===== src/rtl/inst_ram_loader.sv =====
// Boot-time byte-stream loader for the instruction SRAM port 0; holds the core until done.
// Optional INST_LOADER_CHECKSUM_EN adds a trailing XOR checksum byte check.
module inst_ram_loader #(
  parameter int ADDR_W    = 9,
  parameter int MAX_WORDS = 512
) (
  input  logic              clk,
  input  logic              rst,
  input  logic              start,
  input  logic              byte_valid,
  input  logic [7:0]        byte_data,
  output logic              byte_ready,
  output logic              ram_csb0,
  output logic              ram_web0,
  output logic [3:0]        ram_wmask0,
  output logic [ADDR_W-1:0] ram_addr0,
  output logic [31:0]       ram_din0,
  output logic              cpu_hold,
  output logic              load_done,
  output logic              load_err
);

  typedef enum logic [2:0] {
    S_IDLE,
    S_LEN_LO,
    S_LEN_HI,
    S_DATA,
    S_WRITE,
`ifdef INST_LOADER_CHECKSUM_EN
    S_CHK,
`endif
    S_DONE,
    S_ERR
  } state_t;

  state_t            r_state;
  logic [15:0]       r_len;
  logic [15:0]       r_cnt;
  logic [ADDR_W-1:0] r_addr;
  logic [1:0]        r_bidx;
  logic [31:0]       r_din;
  logic              r_ready;
  logic              r_csb;
  logic              r_web;
  logic [3:0]        r_wmask;
  logic              r_hold;
  logic              r_done;
  logic              r_err;
`ifdef INST_LOADER_CHECKSUM_EN
  logic [7:0]        r_csum;
`endif

  logic        w_acc;
  logic [15:0] w_len;
  logic        w_last;

  assign w_acc  = byte_valid && r_ready;
  assign w_len  = {byte_data, r_len[7:0]};
  assign w_last = ((r_cnt + 16'd1) == r_len);

  always_ff @(posedge clk or posedge rst) begin
    if (rst) begin
      r_state <= S_IDLE;
      r_len   <= '0;
      r_cnt   <= '0;
      r_addr  <= '0;
      r_bidx  <= '0;
      r_din   <= '0;
      r_ready <= 1'b0;
      r_csb   <= 1'b1;
      r_web   <= 1'b1;
      r_wmask <= '0;
      r_hold  <= 1'b1;
      r_done  <= 1'b0;
      r_err   <= 1'b0;
`ifdef INST_LOADER_CHECKSUM_EN
      r_csum  <= '0;
`endif
    end else begin
      unique case (r_state)
        S_IDLE, S_DONE, S_ERR: begin
          if (start) begin
            r_state <= S_LEN_LO;
            r_ready <= 1'b1;
            r_cnt   <= '0;
            r_addr  <= '0;
            r_bidx  <= '0;
            r_din   <= '0;
            r_done  <= 1'b0;
            r_err   <= 1'b0;
            r_hold  <= 1'b1;
`ifdef INST_LOADER_CHECKSUM_EN
            r_csum  <= '0;
`endif
          end
        end
        S_LEN_LO: begin
          if (w_acc) begin
            r_len[7:0] <= byte_data;
            r_state    <= S_LEN_HI;
          end
        end
        S_LEN_HI: begin
          if (w_acc) begin
            r_len <= w_len;
            if (w_len == 16'd0) begin
`ifdef INST_LOADER_CHECKSUM_EN
              r_state <= S_CHK;
`else
              r_state <= S_DONE;
              r_ready <= 1'b0;
              r_hold  <= 1'b0;
              r_done  <= 1'b1;
`endif
            end else if (w_len > 16'(MAX_WORDS)) begin
              r_state <= S_ERR;
              r_ready <= 1'b0;
              r_err   <= 1'b1;
            end else begin
              r_state <= S_DATA;
            end
          end
        end
        S_DATA: begin
          if (w_acc) begin
            // Right shift leaves the first byte in [7:0] after four bytes.
            r_din  <= {byte_data, r_din[31:8]};
            r_bidx <= r_bidx + 2'd1;
`ifdef INST_LOADER_CHECKSUM_EN
            r_csum <= r_csum ^ byte_data;
`endif
            if (r_bidx == 2'd3) begin
              r_state <= S_WRITE;
              r_ready <= 1'b0;
              r_csb   <= 1'b0;
              r_web   <= 1'b0;
              r_wmask <= 4'hF;
            end
          end
        end
        S_WRITE: begin
          r_csb   <= 1'b1;
          r_web   <= 1'b1;
          r_wmask <= '0;
          r_cnt   <= r_cnt + 16'd1;
          if (w_last) begin
`ifdef INST_LOADER_CHECKSUM_EN
            r_state <= S_CHK;
            r_ready <= 1'b1;
`else
            r_state <= S_DONE;
            r_hold  <= 1'b0;
            r_done  <= 1'b1;
`endif
          end else begin
            r_addr  <= r_addr + ADDR_W'(1);
            r_state <= S_DATA;
            r_ready <= 1'b1;
          end
        end
`ifdef INST_LOADER_CHECKSUM_EN
        S_CHK: begin
          if (w_acc) begin
            r_ready <= 1'b0;
            if (byte_data == r_csum) begin
              r_state <= S_DONE;
              r_hold  <= 1'b0;
              r_done  <= 1'b1;
            end else begin
              r_state <= S_ERR;
              r_err   <= 1'b1;
            end
          end
        end
`endif
        default: begin
          r_state <= S_IDLE;
          r_ready <= 1'b0;
        end
      endcase
    end
  end

  assign byte_ready = r_ready;
  assign ram_csb0   = r_csb;
  assign ram_web0   = r_web;
  assign ram_wmask0 = r_wmask;
  assign ram_addr0  = r_addr;
  assign ram_din0   = r_din;
  assign cpu_hold   = r_hold;
  assign load_done  = r_done;
  assign load_err   = r_err;

endmodule


===== config.mk =====
export PLATFORM = sky130hd
export DESIGN_NAME = inst_ram_loader
export DESIGN_NICKNAME = d
export VERILOG_FILES = /design/src/rtl/inst_ram_loader.sv
export SDC_FILE = /design/constraint.sdc
export NUM_CORES = 1
export LEC_CHECK = 0
export CAP_MARGIN = 20
export CORE_UTILIZATION = 40
export CTS_CLUSTER_SIZE = 14
export DETAILED_ROUTE_END_ITERATION = 6
export DONT_BUFFER_PORTS = 1
export MAX_ROUTING_LAYER = met4
export PLACE_DENSITY = 0.64
export SLEW_MARGIN = 0
export SYNTH_ARGS = -nofsm -noshare
export SYNTH_HDL_FRONTEND = slang
export SYNTH_SLANG_ARGS = --single-unit

===== constraint.sdc =====
create_clock -name clk -period 5.5 [get_ports clk]
set_input_delay 0.825 -clock clk [delete_from_list [all_inputs] [get_ports clk]]
set_output_delay 0.825 -clock clk [all_outputs]
set_load 0.02 [all_outputs]

==> results.md <==
* Final Hold Viols at 0
* Adder-Cell Fraction of Synth Area at 0.860%
* Largest net degree at the start of global routing at 85
* Comb power frac at 30.2%
* Yosys reg bits at 84
* Starting Density at 41.7%
* Remaining DRCs at 0
* Path depth of the worst reg2reg path at 8
* Crit path cell chain: ha_1 -> nand3_2 -> nor3_1 -> mux2i_1 -> or4_4 -> or3_4 -> a22o_1 -> a31o_1
* # hold bufs at CTS at 0
* Core Footprint at 0.0105 mm2
* Max IR drop VDD at 181 uV
* Cells after Synth at 474
* Max incr delay on CP at 0.50 ns
* Layout cells sized above 1 at 12.4%
* Number of synthesized flops with an enable pin at 0
* Setup crit end kind: flip-flop
* Xor/xnor cell area share of the yosys netlist at 4.82%
* Switch share at 39.8%
* Top FF cell, synth: dfrtp_1
* Ys async rst share at 100%
* CP bufs+invs at 0
* Max-cap viol count at 0
* Number of CTS-inserted buffers at 9
* Post-Syn Area at 0.00437 mm2
* Sink Count at 84
* Period minus WS final at 3.09 ns
* Post-Syn Area per Cell at 9.21 um2
* Max Buffers Root-to-Sink at 2
* Diode count at 0
* Crit path required time at 5.76 ns
* Mux cell area share after synthesis at 5.56%
* Die height at 106 um
* Routed wire per std cell at 17.0 um
* Post-Syn Nets at 489
* First-pass GRT wire length at 17.0 mm
* Slowest-stage cell, CP: nor3_1
* H-tree levels at 3
* Critical path depth at 8
* Post-Route WL at 10.3 mm
* Synth area leader: dfrtp_1
* Synth area leaders: dfrtp_1, nand2_1, o21ai_0
* Clock root buffer: clkbuf_8
* Post-route antenna net violation count at 0
* Pleak at 1.96 nW
* Internal power at 1.17 mW
* Synthesis warning total at 0
* Die area at 0.0113 mm2
* Row Count at 37
* Top Ports at 63
* Synth top area share at 47.0%
* Area delta synth->final at 7.88%
* Register area share after synthesis at 48.2%
* Max-slew headroom at 44.9%
* Type of origin of the critical path: flip-flop
* Post-DP HPWL at 6.82 mm
* Largest delay share family, worst path: simple AND/OR/NAND/NOR gates
* Sequential group share of total power at 48.9%
* Path type of the worst setup path: reg2reg
* Power Dens Cells at 414 mW/mm2
* Largest fanout on the critical path at 12
* Outcome: finished clean
* Peak Freq at 324 MHz
* Number of global-route vias before repair at 3212
* Largest family of logic cells by synthesized area: simple AND/OR/NAND/NOR gates
* Clk_skew at 0.00886 ns
* Via count at 3477
* GRT Residual Overflow at 0
* Setup Viol. Count Final at 0
* Final nets at 479
* Die width at 106 um
* Crit path DAT at 3.34 ns
* NetSw at 776 uW
* Total power at 1.95 mW
* Period utilisation layout at 56.1%
* GRT Total Usage at 19.7%
* Worst-path clk slew at 0.09 ns
* Setup_tns at 0 ns
* Initial antenna violation count at 0
* First drt pass iteration count at 4
* Type of the tightest min-delay check: in2async
* Clock power share at 20.9%
* Setup bufs post-CTS at 0
* TritonCTS clock tree: yes
* Synth Area in Simple Gates at 21.1%
* RSZ-0062 raised after global routing: no
* Post-cts sizing count at 0
* Slew Viols, Final at 0
* Synth cell types at 57
* Insertion delay to the later sink of the worst-skew pair at 0.37 ns
* DRT iter0 DRCs at 206
* GP Congestion at 0.863
* Vias per inst at 5.75
* Compound-cell area share of the yosys netlist at 15.6%
* PortBufs at 0
* Worst-Margin Slew at 0.823 ns
==> registers in the layout, summed over array words and instances, names as in the netlist <==
register	count
ram_din0	32
r_cnt	16
r_len	16
ram_addr0	9
r_state	3
r_bidx	2
byte_ready	1
cpu_hold	1
load_done	1
load_err	1
ram_web0	1
ram_wmask0	1
==> logic make-up after synthesis <==
| group | after synthesis |
|---|---|
| buf+inv | 38 |
| fa+ha+maj | 3 |
| compound gates | 111 |
| xor+xnor | 24 |
| flops | 84 |
| simple gates | 192 |
| mux | 22 |
==> layout by cell type (no fill, tap or decap), drive strengths merged, types with 2 or more instances in the layout <==
master  count
xor2        7
o41ai       2
a211oi      5
nor2       28
and3        4
o211ai      2
a22o        4
mux2i       4
inv         8
buf         9
clkinv      5
nand2b      5
nor2b       4
a211o       4
ha          3
nand3      11
and4        3
dfstp       2
o21ai      63
a22oi       2
o22ai       3
a31oi       2
clkbuf     11
mux2       18
or3         5
nand4       7
dfrtp      82
nor4b       2
and2        3
a21oi       9
xnor2      17
nor4        6
nand2      95
nor3       15
o31ai       4
==> worst paths after layout <==
path                           endpoint  slack (ns)       from
setup / recovery           ram_addr0[5]        2.41   r_cnt[0]
min in group clk              r_bidx[0]        0.51  r_bidx[0]
hold / removal                 load_err        0.38        rst
setup reg to reg           ram_addr0[5]        2.41   r_cnt[0]
hold reg to reg               r_bidx[0]        0.51  r_bidx[0]
max in group asynchronous      cpu_hold        4.45        rst
==> power by group through the flow <==
stage	registers, mW	clock network (mW)	logic (mW)
2_1_floorplan	0.895	0	0.476
3_3_place_gp	0.960	0	0.546
3_5_place_dp	0.968	0	0.561
4_1_cts	0.954	0.421	0.565
5_1_grt	0.977	0.447	0.656
6_report	0.953	0.408	0.589
==> synthesized netlist by cell type (3+ instances only) <==
library cell   n
clkbuf_1      23
and3_1         4
o21ai_0       63
and4_1         3
inv_1          7
xor2_1         7
a22o_1         4
a211oi_1       5
nand2_1       95
or3_1          4
o31ai_1        4
nand2b_1       5
nand4_1        6
and2_1         3
a211o_1        4
ha_1           3
dfrtp_1       82
nand3_1        9
mux2i_1        4
buf_4          4
nor2b_1        4
xnor2_1       17
nor2_1        28
a21oi_1        9
nor3_1        14
mux2_2        18
o22ai_1        3
nor4_1         4
==> stage by stage <==
step	hold slack, ns	worst slack (ns)	instance area (um2)	util, %	std cells
2_1_floorplan	0.466	2.51	4370	-	474
6_report	0.383	2.41	4710	45.0	605
3_5_place_dp	0.493	2.46	4440	42.4	584
3_3_place_gp	0.485	2.55	4440	42.4	584
4_1_cts	0.509	2.43	4620	44.1	600
5_1_grt	0.392	2.21	4710	45.0	605
==> per-layer routing <==
metal / wire length, um / vias to the layer above / GRT usage, %
li1: - / 1653 / -
met1: 4710 / 1723 / 26.0
met2: 4820 / 82 / 28.6
met3: 531 / 19 / 4.54
met4: 216 / 0 / 9.10
met5: 0 / - / -
==> cell type report <==
type / count / area [um2]
clock inverters: 6 / 48.8
clock buffers: 10 / 128
multi-input cells: 352 / 2100
repair buffers: 10 / 130
inverters: 7 / 27.5
fillers: 1016 / 5750
flip-flops and latches: 84 / 2100
well taps: 136 / 170
Note: power is estimated with default switching activity, not from simulation.
